[src/rtl/alg_amba_apbsplit.sv]
// APB 1:N address splitter: routes one upstream APB master to NUM_SLAVES targets by upper address bits.
// Optional feature macro ALG_AMBA_APBSPLIT_TIMEOUT_EN aborts ACCESS phases that exceed TIMEOUT_CYCLES.
module alg_amba_apbsplit #(
    parameter int          ADDR_WIDTH     = 22,
    parameter int          NUM_SLAVES     = 4,
    parameter int          SLV_ADDR_BITS  = 18,
    parameter int          TIMEOUT_CYCLES = 64,
    parameter logic [31:0] DEFAULT_RDATA  = 32'hDEAD_BEEF
) (
    input  logic                     clk,
    input  logic                     rstn,
    input  logic [ADDR_WIDTH-1:0]    s_addr,
    input  logic                     s_sel,
    input  logic                     s_enable,
    input  logic                     s_write,
    input  logic [31:0]              s_wdata,
    output logic [31:0]              s_rdata,
    output logic                     s_ready,
    output logic [ADDR_WIDTH-1:0]    m_addr,
    output logic                     m_write,
    output logic [31:0]              m_wdata,
    output logic                     m_enable,
    output logic [NUM_SLAVES-1:0]    m_sel,
    input  logic [NUM_SLAVES*32-1:0] m_rdata,
    input  logic [NUM_SLAVES-1:0]    m_ready,
    output logic                     err_pulse,
    output logic [7:0]               err_count
);

    localparam int IDX_W = ADDR_WIDTH - SLV_ADDR_BITS;

    if (NUM_SLAVES < 1 || NUM_SLAVES > 16 || TIMEOUT_CYCLES < 2) begin : g_bad_cfg
        $error("alg_amba_apbsplit: NUM_SLAVES must be 1..16 and TIMEOUT_CYCLES >= 2");
    end

    typedef enum logic [2:0] {
        ST_IDLE,
        ST_SETUP,
        ST_ACCESS,
        ST_ERR,
        ST_END
    } state_e;

    state_e                  state_q, state_d;
    logic [ADDR_WIDTH-1:0]   addr_q, addr_d;
    logic                    write_q, write_d;
    logic [31:0]             wdata_q, wdata_d;
    logic                    enable_q, enable_d;
    logic [NUM_SLAVES-1:0]   sel_q, sel_d;
    logic [31:0]             rdata_q, rdata_d;
    logic                    ready_q, ready_d;
    logic                    err_pulse_q, err_pulse_d;
    logic [7:0]              err_count_q, err_count_d;
    logic [IDX_W-1:0]        idx_q, idx_d;

    logic [IDX_W-1:0]        s_idx;
    logic                    s_mapped;
    logic [31:0]             tgt_rdata;
    logic                    tgt_ready;
    logic [7:0]              err_count_inc;

`ifdef ALG_AMBA_APBSPLIT_TIMEOUT_EN
    localparam int TMO_W = ($clog2(TIMEOUT_CYCLES) > 8) ? $clog2(TIMEOUT_CYCLES) : 8;
    logic [TMO_W-1:0]        tmo_q, tmo_d;
`endif

    assign s_idx         = s_addr[ADDR_WIDTH-1:SLV_ADDR_BITS];
    assign s_mapped      = int'(s_idx) < NUM_SLAVES;
    assign err_count_inc = (err_count_q == 8'hFF) ? err_count_q : err_count_q + 8'd1;

    // Only the latched target's ready/rdata lane matters; every other lane is ignored.
    always_comb begin
        tgt_rdata = '0;
        tgt_ready = 1'b0;
        for (int i = 0; i < NUM_SLAVES; i++) begin
            if (idx_q == IDX_W'(i)) begin
                tgt_rdata = m_rdata[32*i +: 32];
                tgt_ready = m_ready[i];
            end
        end
    end

    // NOTE: every signal driven here gets a default first, so no path leaves one unassigned and no latch is inferred.
    always_comb begin
        state_d     = state_q;
        addr_d      = addr_q;
        write_d     = write_q;
        wdata_d     = wdata_q;
        enable_d    = enable_q;
        sel_d       = sel_q;
        rdata_d     = rdata_q;
        ready_d     = 1'b0;
        err_pulse_d = 1'b0;
        err_count_d = err_count_q;
        idx_d       = idx_q;
`ifdef ALG_AMBA_APBSPLIT_TIMEOUT_EN
        tmo_d       = tmo_q;
`endif

        unique case (state_q)
            ST_IDLE: begin
                if (s_sel) begin
                    addr_d  = s_addr;
                    write_d = s_write;
                    wdata_d = s_wdata;
                    idx_d   = s_idx;
                    if (s_mapped) begin
                        for (int i = 0; i < NUM_SLAVES; i++) begin
                            sel_d[i] = (s_idx == IDX_W'(i));
                        end
                        state_d = ST_SETUP;
                    end else begin
                        state_d = ST_ERR;
                    end
                end
            end
            ST_SETUP: begin
                if (s_enable) begin
                    enable_d = 1'b1;
`ifdef ALG_AMBA_APBSPLIT_TIMEOUT_EN
                    tmo_d    = '0;
`endif
                    state_d  = ST_ACCESS;
                end
            end
            ST_ACCESS: begin
                if (tgt_ready) begin
                    sel_d    = '0;
                    enable_d = 1'b0;
                    ready_d  = 1'b1;
                    if (!write_q) rdata_d = tgt_rdata;
                    state_d  = ST_END;
                end
`ifdef ALG_AMBA_APBSPLIT_TIMEOUT_EN
                else if (tmo_q == TMO_W'(TIMEOUT_CYCLES - 1)) begin
                    sel_d       = '0;
                    enable_d    = 1'b0;
                    ready_d     = 1'b1;
                    err_pulse_d = 1'b1;
                    err_count_d = err_count_inc;
                    if (!write_q) rdata_d = DEFAULT_RDATA;
                    state_d     = ST_END;
                end else begin
                    tmo_d = tmo_q + 1'b1;
                end
`endif
            end
            ST_ERR: begin
                if (s_enable) begin
                    ready_d     = 1'b1;
                    err_pulse_d = 1'b1;
                    err_count_d = err_count_inc;
                    if (!write_q) rdata_d = DEFAULT_RDATA;
                    state_d     = ST_END;
                end
            end
            // One dead cycle so a still-high s_sel from the finished transfer is not re-accepted.
            ST_END: state_d = ST_IDLE;
            default: state_d = ST_IDLE;
        endcase
    end

    // NOTE: state registers use non-blocking assignments so every flop samples pre-edge values.
    always_ff @(posedge clk or negedge rstn) begin
        if (!rstn) begin
            state_q     <= ST_IDLE;
            addr_q      <= '0;
            write_q     <= 1'b0;
            wdata_q     <= '0;
            enable_q    <= 1'b0;
            sel_q       <= '0;
            rdata_q     <= '0;
            ready_q     <= 1'b0;
            err_pulse_q <= 1'b0;
            err_count_q <= '0;
            idx_q       <= '0;
`ifdef ALG_AMBA_APBSPLIT_TIMEOUT_EN
            tmo_q       <= '0;
`endif
        end else begin
            state_q     <= state_d;
            addr_q      <= addr_d;
            write_q     <= write_d;
            wdata_q     <= wdata_d;
            enable_q    <= enable_d;
            sel_q       <= sel_d;
            rdata_q     <= rdata_d;
            ready_q     <= ready_d;
            err_pulse_q <= err_pulse_d;
            err_count_q <= err_count_d;
            idx_q       <= idx_d;
`ifdef ALG_AMBA_APBSPLIT_TIMEOUT_EN
            tmo_q       <= tmo_d;
`endif
        end
    end

    assign s_rdata   = rdata_q;
    assign s_ready   = ready_q;
    assign m_addr    = addr_q;
    assign m_write   = write_q;
    assign m_wdata   = wdata_q;
    assign m_enable  = enable_q;
    assign m_sel     = sel_q;
    assign err_pulse = err_pulse_q;
    assign err_count = err_count_q;

endmodule

[config.mk]
export PLATFORM = sky130hd
export DESIGN_NAME = alg_amba_apbsplit
export DESIGN_NICKNAME = d
export VERILOG_FILES = /design/src/rtl/alg_amba_apbsplit.sv
export SDC_FILE = /design/constraint.sdc
export NUM_CORES = 1
export LEC_CHECK = 0
export CORE_AREA = 2 2 115 117
export CTS_CLUSTER_SIZE = 12
export DETAILED_ROUTE_END_ITERATION = 8
export DIE_AREA = 0 0 117 119
export GPL_ROUTABILITY_DRIVEN = 0
export PLACE_DENSITY = 0.84
export SETUP_SLACK_MARGIN = 0.02
export SYNTH_ARGS = -nofsm -noshare
export SYNTH_HDL_FRONTEND = slang
export SYNTH_SLANG_ARGS = --single-unit
[constraint.sdc]
create_clock -name clk -period 2.9 [get_ports clk]
set_clock_uncertainty 0.1 [all_clocks]
set_input_delay 0.58 -clock clk [delete_from_list [all_inputs] [get_ports clk]]
set_output_delay 0.58 -clock clk [all_outputs]
set_load 0.01 [all_outputs]
# After elaboration in Yosys (flattened, before gate mapping)
# Index checks and enable logic that the tools add are counted.
# Widths: inputs -> output; s select.
[totals]
regBits = 109
latchBits = 0
ramBits = 0
romBits = 0
in_bits = 191
out_inout_bits = 102
elab_cells = 73
mem_count = 0
[classes]
addsub = 1
n_mul = 0
n_div = 0
magnitude_cmp = 1
eq_ne = 17
n_shift = 0
muxes = 30
bitwise_logic = 1
reduce_logical = 12
[ops]
columns = ["op", "count"]
rows = [
  ["$mux 32", 8],
  ["$pmux 32 s2", 1],
  ["$eq 4x2->1 const B", 4],
  ["$ne 2x2->1 const B", 7],
  ["$mux 3", 4],
  ["$mux 4", 3],
  ["$pmux 3 s4", 1],
  ["$mux 1", 9],
  ["$add 8x1->8 const B", 1],
  ["$eq 4x1->1 const B", 2],
  ["$eq 8x8->1 const B", 1],
  ["$logic_not 4->1", 2],
  ["$pmux 4 s2", 1],
  ["$reduce_and 4->1", 2],
  ["$eq 3x2->1 const B", 2],
  ["$reduce_and 3->1", 2],
  ["$reduce_bool 2->1", 3],
  ["$reduce_and 5->1", 1],
  ["$lt 4x3->1 const B", 1],
  ["$pmux 1 s2", 2],
  ["$eq 3x1->1 const B", 1],
  ["$logic_not 3->1", 1],
  ["$mux 2", 1],
  ["$reduce_and 2->1", 1],
  ["$not 1->1", 1],
]

# Longest topological paths before layout
# Gate-level depths: netlist of run 1.
[depth]
depth_word = 8
ltp_mapped = 6
ltp_nobuf = 6

# Least setup slack after synthesis of run 1
# No wires, ideal clock.
[synth_timing]
kind = "register -> register"
start = "reg state_q[0]"
end = "reg addr_q[0] (netlist: m_addr[0])"
setup_time_ns = 0.125
arrival_time_ns = 1.684
required_ns = 2.675
setup_slack_ns = 0.991
path_stages_with_launch = 6
synth_period_minus_slack_ns = 1.909
cell_sequence = "dfrtp_1 clkbuf_1 nor4b_2 buf_2 buf_2 mux2_2"
[synth_via]
elab_chain_cells = 2
[synth_lines]
columns = ["item", "line", "rtl"]
rows = [
  ["start: declaration", "44", "state_e state_q, state_d;"],
  ["start signal: assignment", "181", "state_q <= state_d;"],
  ["$logic_not 3->1", "100", "unique case (state_q)"],
  ["$reduce_and 2->1 (no line)", "-", ""],
  ["end signal: assignment", "182", "addr_q <= addr_d;"],
  ["end: declaration", "45", "logic [ADDR_WIDTH-1:0] addr_q, addr_d;"],
]
# Every way passes these cells.
# A chain may end at the register's enable or synchronous reset.

# Worst setup path in the final report of run 1
[layout_timing]
start = "reg addr_q[18] (netlist: m_addr[18])"
end = "out m_addr[18]"
[layout_lines]
columns = ["item", "line", "rtl"]
rows = [
  ["end: declaration", "19", "output logic [ADDR_WIDTH-1:0] m_addr,"],
]
# No word-level cell between the ends.

==> flow_summary.toml, run 1 <==
[status]
status = "finished clean"

[place]
io_buffers = 292
dp_cells = 817
hpwl_mm = 12.7
place_area_mm2 = 0.00823
dp_slack_ns = 0.415

[timing]
finalCriticalPeriod_ns = 2.39
setup_viol = 0
grt_setup_unrepaired = "no"
tightest_slew_ns = 0.952
fin_ws_ns = 0.512
fmaxAchievable_ghz = 0.419
finalCritPeriodShare_pct = 82.3
maxSlewViolCount = 0
timing.slew.headroom_pct = 36.5
hold_viol_final = 0
finalSetupTns_ns = 0

[die]
die_x_um = 117
die-area_mm2 = 0.0139
rows = 42
floorplan.initialDensity_pct = 39.4
ios = 293
die_y_um = 119
core-area_mm2 = 0.0129

[drt]
postRouteAntennaNets = 0
vias = 4335
first_pass_iters = 4
drc = 0
finalWirelength_mm = 16.0
top_layer = "met4"
met1_length_mm = 5.65
wl_met2_mm = 8.02
wl_met3_mm = 1.79
first_iter_violations = 149
routedWlPerCell_um = 19.2
routed_via_density = 5.20

[grt]
grt_max_degree = 46
grt_pass1_vias = 4687
overflow = 0
antenna_found_initial = 1
grt_use_total_pct = 23.2
grt_pass1_wl_mm = 24.3

[clock_network]
cts_root_buf = "clkbuf_16"
cts_tree = "done"
h-tree-depth = 3
clock_latency_ns = 0.35
cts_made_buffers = 9
clockBufferDepth = 2
cts.sinks = 105
clk_pin_slew_worst_paths_ns = 0.07
hold_buffers = 0
cts_resized = 0
postCtsSetupRepairBufs = 0

[synthesis]
netlist_area_mm2 = 0.00507
synth_cell_type_count = 41
yosysWarnings = 0
synth_seq_cells = 105
synthFlopType = "dfrtp_1"
avgSynthCellArea_um2 = 14.1
synth_seq_area_share_pct = 51.8
syn_nets = 552
synth-edff-count = 0
netlist_instances = 360
synth-async-reset-ratio_pct = 100

[final_layout]
layout.cells.non_filler = 833
nets = 844
drive_gt1_share_pct = 21.5
design_area_mm2 = 0.00852
syn_to_final_growth_pct = 67.9

[hold_path]
hold_path.class = "in -> async"

[worst_setup_path]
start_kind = "flip-flop"
arrival_ns = 1.71
required_ns = 2.22
path_class = "reg -> out"
crit_path_end_kind = "output port"
path_max_fanout = 27

[pwr]
power_density_mw_per_mm2 = 948
p_leak_nw = 3.34
ir_drop_uv = 585
total_power_mw = 8.08

[flow_run]
cap_violations = 0
worst paths after layout:
kind                                    end        start  depth (start not counted)  slack, ns
worst max register to register  s_rdata[17]   m_addr[19]                          5       0.73
worst min register to register  m_wdata[16]  m_wdata[16]                          1       0.41
max in group asynchronous       s_rdata[27]         rstn                          2       1.83
worst min-delay path              m_addr[7]         rstn                          1       0.13
worst max-delay path             m_addr[18]   m_addr[18]                          2       0.51
min in group clk                m_wdata[16]  m_wdata[16]                          1       0.41
registers in the layout, summed over array words and instances, names as in the netlist:
name       count
err_count      8
err_pulse      1
idx_q          1
m_addr        21
m_enable       1
m_sel          4
m_wdata       32
m_write        1
s_rdata       32
s_ready        1
state_q        3
per-stage QoR:
stage	util (%)	hold WS (ns)
2_1_floorplan	-	0.184
6_report	66.2	0.128
3_3_place_gp	63.9	0.385
4_1_cts	66.2	0.144
3_5_place_dp	63.9	0.394
5_1_grt	66.2	0.157
placed cells by master (no fill, tap or decap), types with 6 or more instances in the layout:
cell type / synthesis / routed
clkdlybuf4s50_1: 0 / 291
buf_4: 0 / 10
a2bb2oi_2: 20 / 20
mux2_2: 63 / 63
dfrtp_1: 105 / 103
nor3_1: 6 / 6
nor2_1: 19 / 18
nand2_1: 29 / 29
a22o_1: 10 / 10
mux4_2: 24 / 24
clkbuf_16: 0 / 9
critical path: stages (launching register included):
cell and delay (ns):
dfrtp_2 0.39, buf_4 0.35, clkdlybuf4s50_1 0.61
synth_stat cells, types with 2 or more instances:
library cell	count	share of area, %
nor3b_1	2	0.30
o21ai_0	5	0.49
dfrtp_1	105	52
nand4_1	3	0.37
o22ai_1	5	0.62
a21oi_1	2	0.20
mux2i_1	4	0.79
and3_1	2	0.25
nand2b_1	2	0.25
a2bb2oi_1	5	0.86
mux2_2	63	14
nor2_1	19	1.4
a211oi_1	5	0.74
xor2_1	3	0.52
nand2_1	29	2.1
buf_2	14	1.4
nor3_1	6	0.59
a31oi_1	2	0.25
nand3_1	2	0.20
a22o_1	10	1.7
a2bb2oi_2	20	5.9
inv_1	5	0.37
buf_6	2	0.44
clkbuf_1	5	0.37
mux4_2	24	11
layer usage:
metal,vias to the layer above,track usage [%]
li1,1949,-
met2,237,39.7
met4,0,11.0
met1,2114,25.3
met5,-,0
met3,35,7.99
report_power, final:
| part | leakage [nW] | internal (mW) | switching (mW) | total [mW] |
|---|---|---|---|---|
| sequential | 1.24 | 2.13 | 0.510 | 2.64 |
| clock | 0.135 | 0.665 | 0.524 | 1.19 |
| combinational | 1.97 | 2.57 | 1.69 | 4.25 |
area by class of cell:
class                   instances  area, um^2
fillers                       958        4350
clock buffers                  10         229
inverters                       5        18.8
multi-input cells             228        2330
flip-flops and latches        105        2630
clock inverters                 5        58.8
repair buffers                303        3030
diodes                          1        2.50
well taps                     176         220
logic make-up (layout without fill, tap and decap cells):
family,count (synthesis),count (layout),synth area share [%]
adder cells (fa/ha/maj),1,1,0.247
XOR/XNOR,3,3,0.518
AO/OA/AOI/OAI,64,64,12.9
other,0,1,0
flip-flops,105,105,51.8
multiplexers,91,91,25.4
AND/OR/NAND/NOR,69,69,6.46
buffers and inverters,27,323,2.64
No activity file was read; power rests on OpenSTA's default activity.
==> run 2, diff against run 1 <==
Settings changed: CORE_AREA 2 2 115 117 to 2 2 119 121, DIE_AREA 0 0 117 119 to 0 0 121 123, PLACE_DENSITY 0.84 to 0.79.
Clock period 2.9 ns to 2.2 ns, I/O delays scaled along.
==> run 2 against run 1 <==
Net effect: critical path depth did not move; non-clock buffer count rose by 6; global-route usage fell by 2.7 points; setup slack got worse by 0.41 ns; sequential share of layout area fell by 0.33 points; via count fell by 1.4%; routed wire length fell by 4.0%; utilization fell by 2.9 points; combinational power rose by 35%; first-iteration DRC count rose by 16%; clock power rose by 28%; critical path type unchanged; critical endpoint unchanged; highest routed layer unchanged.
==> flow_summary.toml, run 2 (synthesis results as in run 1) <==
[status]
status = "finished clean"

[grt]
grt_pass1_wl_mm = 23.6
antenna_found_initial = 0
grt_use_total_pct = 20.5
grt_max_degree = 53
grt_pass1_vias = 4662
overflow = 0

[worst_setup_path]
crit_chain = "buf_12 > clkdlybuf4s50_1"
required_ns = 1.66
path_max_fanout = 33
path_class = "reg -> out"
crit_path_end_kind = "output port"
start_kind = "flip-flop"
critical-path-max-stage-delay_ns = 0.57
arrival_ns = 1.56
critPathSlowestCell = "clkdlybuf4s50_1"

[die]
core-area_mm2 = 0.0136
rows = 43
die_x_um = 121
die_y_um = 123
ios = 293
floorplan.initialDensity_pct = 37.3
die-area_mm2 = 0.0149

[clock_network]
cts.sinks = 105
h-tree-depth = 3
clockBufferDepth = 2
cts_tree = "done"
clk_pin_slew_worst_paths_ns = 0.07
clock_latency_ns = 0.34
cts_root_buf = "clkbuf_16"
cts_resized = 0
cts_made_buffers = 9

[final_layout]
final_common_cell = "clkdlybuf4s50_1"
nets = 850
regArea_mm2 = 0.00263
drive_gt1_share_pct = 22.2
antenna_cells = 0
syn_to_final_growth_pct = 69.7
design_area_mm2 = 0.00861
final_cell_mix = "clkdlybuf4s50_1, dfrtp_1, mux2_2"
fill_cells = 1052
multiInputGateArea_mm2 = 0.00233

[place]
io_buffers = 292
dp_slack_ns = -0.120
hpwl_mm = 11.9
place_area_mm2 = 0.00832

[drt]
routed_via_density = 5.07
vias = 4273
routedWlPerCell_um = 18.2
first_pass_iters = 4
drc = 0
first_iter_violations = 173
finalWirelength_mm = 15.4
postRouteAntennaNets = 0

[timing]
finalCritPeriodShare_pct = 95.6
maxSlewViolCount = 0
fin_ws_ns = 0.0977
whs_ns = 0.398
setup_viol = 0
finalCriticalPeriod_ns = 2.10
timing.slew.headroom_pct = 65.9
hold_viol_final = 0
grt_setup_unrepaired = "no"
fmaxAchievable_ghz = 0.476
tightest_slew_ns = 0.511

[pwr]
p_leak_nw = 3.38
seq_power_share_pct = 32.1
intPower_mw = 7.11
total_power_mw = 10.7
swShare_pct = 33.6
ir_drop_uv = 720
p_sw_mw = 3.59
power_density_mw_per_mm2 = 1240
clkPwrFrac_pct = 14.2
combPwrFrac_pct = 53.7

[hold_path]
hold_path.class = "reg -> reg"

[flow_run]
cap_violations = 0
## run 2: final timing paths
| kind | from | end | slack (ns) | depth (start not counted) |
|---|---|---|---|---|
| max | m_addr[18] | m_addr[18] | 0.1 | 2 |
| min | m_sel[1] | m_sel[1] | 0.40 | 1 |
| max reg2reg | m_addr[20] | s_rdata[8] | 0.18 | 4 |
| min reg2reg | m_sel[1] | m_sel[1] | 0.40 | 1 |
| max in group asynchronous | rstn | err_pulse | 0.83 | 3 |
| min in group asynchronous | rstn | m_addr[6] | 0.50 | 2 |
## run 2: worst max-delay path: cells and delay by family (launching register included)
family,cells,cell delay [ns]
DFF,1,0.41
buffers and inverters,2,0.79
## run 2: layout make-up
| cell class | count | area share (%) |
|---|---|---|
| repair buffers | 309 | 36.3 |
| flip-flops and latches | 105 | 30.5 |
| multi-input cells | 228 | 27.1 |
| clock buffers | 11 | 2.82 |
| well taps | 180 | 2.61 |
| clock inverters | 5 | 0.436 |
| inverters | 5 | 0.218 |
## run 2: metal layers
layer,up-vias,track usage (%),share of wire (%),wire (um)
met5,-,0,0,0
met4,0,6.76,1.5,234
met3,19,7.56,10,1570
met2,194,37.8,52,7990
met1,2088,21.5,36,5600
li1,1972,-,-,-
## run 2: what timing repair did
item	4_1_cts	5_1_grt
hold buffers	1	0
buffers inserted	0	0
endpoints found under the hold margin	37	0
## run 2: per-stage QoR
step	utilization [%]	TNS [ns]	std cells
after global routing	63.3	0	843
after detailed placement	61.1	-1.54	826
final	63.3	0	843
after CTS	63.3	0	843
after floorplan	-	0	360
after global placement	61.1	-0.689	826
## run 2: power by group through the flow
stage | registers [mW] | logic [mW] | clock network, mW
3_5_place_dp | 3.48 | 5.80 | 0
6_report | 3.43 | 5.75 | 1.52
4_1_cts | 3.45 | 5.84 | 1.58
5_1_grt | 3.56 | 6.14 | 1.66
3_3_place_gp | 3.43 | 5.69 | 0
2_1_floorplan | 3.73 | 2.65 | 0
==> run 3, diff against run 2 <==
Settings changed: SETUP_SLACK_MARGIN 0.02 to 0.4.
==> run 3 against run 2 <==
Net effect: power rose by 7.1%; sequential cell count did not move; non-clock buffer count rose by 19; largest cell class unchanged.
==> flow_summary.toml, run 3 (synthesis results as in run 1) <==
[status]
status = "finished clean"

[hold_path]
hold_path.class = "reg -> reg"

[worst_setup_path]
path_class = "in -> reg"
crit_chain = "clkdlybuf4s50_1 > mux2_4 > a22oi_2 > buf_6 > a2111oi_4 > buf_6 > clkbuf_16 > a2bb2oi_2"
start_kind = "primary input"
arrival_ns = 2.06
path_max_fanout = 6
critPathSlowestCell = "clkdlybuf4s50_1"
crit_path_end_kind = "flip-flop"
required_ns = 2.37
cpMostUsedCell = "buf_6"
critical-path-max-stage-delay_ns = 0.47

[clock_network]
clockBufferDepth = 2
clk_pin_slew_worst_paths_ns = 0.07
cts.sinks = 105
h-tree-depth = 3
cts_made_buffers = 9
clock_latency_ns = 0.34
cts_root_buf = "clkbuf_16"
cts_tree = "done"

[drt]
routedWlPerCell_um = 20.6
drc = 0
postRouteAntennaNets = 0
first_iter_violations = 216
vias = 4488
top_layer = "met4"
finalWirelength_mm = 17.8
wl_met2_mm = 9.32
first_pass_iters = 4
routed_via_density = 5.21
met1_length_mm = 6.68
wl_met3_mm = 1.51

[final_layout]
syn_to_final_growth_pct = 80.3
regArea_mm2 = 0.00264
nets = 869
fill_cells = 1020
drive_gt1_share_pct = 26.7
antenna_cells = 0
utilization_pct = 67.2
final_cell_mix = "clkdlybuf4s50_1, dfrtp_1, dlygate4sd2_1"
final_common_cell = "clkdlybuf4s50_1"
multiInputGateArea_mm2 = 0.00255

[grt]
overflow = 0
antenna_found_initial = 0
grt_pass1_wl_mm = 25.0
grt_pass1_vias = 4796
grt_max_degree = 63
grt_use_total_pct = 21.8

[die]
die-area_mm2 = 0.0149
floorplan.initialDensity_pct = 37.3
ios = 293
rows = 43
die_y_um = 123
die_x_um = 121
core-area_mm2 = 0.0136

[timing]
timing.slew.headroom_pct = 73.3
whs_ns = 0.401
finalCriticalPeriod_ns = 1.89
setup_viol = 0
finalCritPeriodShare_pct = 85.9
fmaxAchievable_ghz = 0.529
tightest_slew_ns = 0.401
fin_ws_ns = 0.310
hold_viol_final = 0
grt_setup_unrepaired = "yes"
maxSlewViolCount = 0

[place]
hpwl_mm = 12.2
dp_slack_ns = -0.144
io_buffers = 292

[pwr]
ir_drop_uv = 753
p_leak_nw = 4.02
power_density_mw_per_mm2 = 1250

[flow_run]
cap_violations = 0
## run 3: cell count changes in the layout (fill, tap and decap cells not counted), moves of 3 or more
cell             delta
clkbuf_16           +7
dfrtp_2             +4
buf_8               +3
clkdlybuf4s50_1   -105
a2bb2oi_1           -4
dfrtp_1             -4
mux2_4             +35
buf_6               +8
mux2_2             -35
dlygate4sd2_1      +85
a2bb2oi_2           +4
dlymetal6s2s_1     +20
## run 3: worst paths after layout
check,startpoint,end,slack (ns),depth (start not counted)
max,m_ready[0],s_rdata[2],0.31,8
min,m_wdata[8],m_wdata[8],0.40,1
max reg2reg,m_addr[19],s_rdata[2],0.32,7
min reg2reg,m_wdata[8],m_wdata[8],0.40,1
max in group asynchronous,rstn,err_count[3],0.94,3
min in group asynchronous,rstn,s_rdata[6],0.41,2
## run 3: what timing repair did
action	4_1_cts	5_1_grt
setup buffers	6	6
endpoints found under the setup margin	163	117
gates cloned	2	10
hold endpoints to repair	12	0
gates resized for setup	91	81
pin swaps	13	6
hold buffers	1	0
## run 3: final cells by class
type	instances	area share, %
Timing Repair Buffer	328	37.3
Sequential cell	105	28.8
Multi-Input combinational cell	228	27.8
Clock buffer	12	2.58
Tap cell	180	2.46
Clock inverter	4	0.834
Inverter	5	0.205
## run 3: layer usage
| layer | up-vias | track usage (%) |
|---|---|---|
| met1 | 2245 | 24.4 |
| met3 | 22 | 7.70 |
| met5 | - | 0 |
| li1 | 2006 | - |
| met2 | 215 | 39.5 |
| met4 | 0 | 6.03 |
## run 3: worst max-delay path: cells and delay by family
family	cells	cell delay [ns]
buf+inv	4	0.97
compound gates	3	0.50
mux	1	0.15
## run 3: stage by stage
stage               cell area [um^2]  instances  power (mW)  TNS, ns
CTS                             8630        846        10.8        0
detailed placement              8290        821        9.25    -1.65
finish                          9150        862        11.5        0
global placement                8290        821        9.07   -0.762
global route                    9150        862        12.1        0
floorplan                       5120        360        6.45        0
## run 3: report_power, final
group          internal (mW)  switching (mW)  total [mW]
logic                   3.70            2.58        6.27
registers               2.81           0.644        3.45
clock network           1.00           0.727        1.73
total                   7.51            3.95        11.5
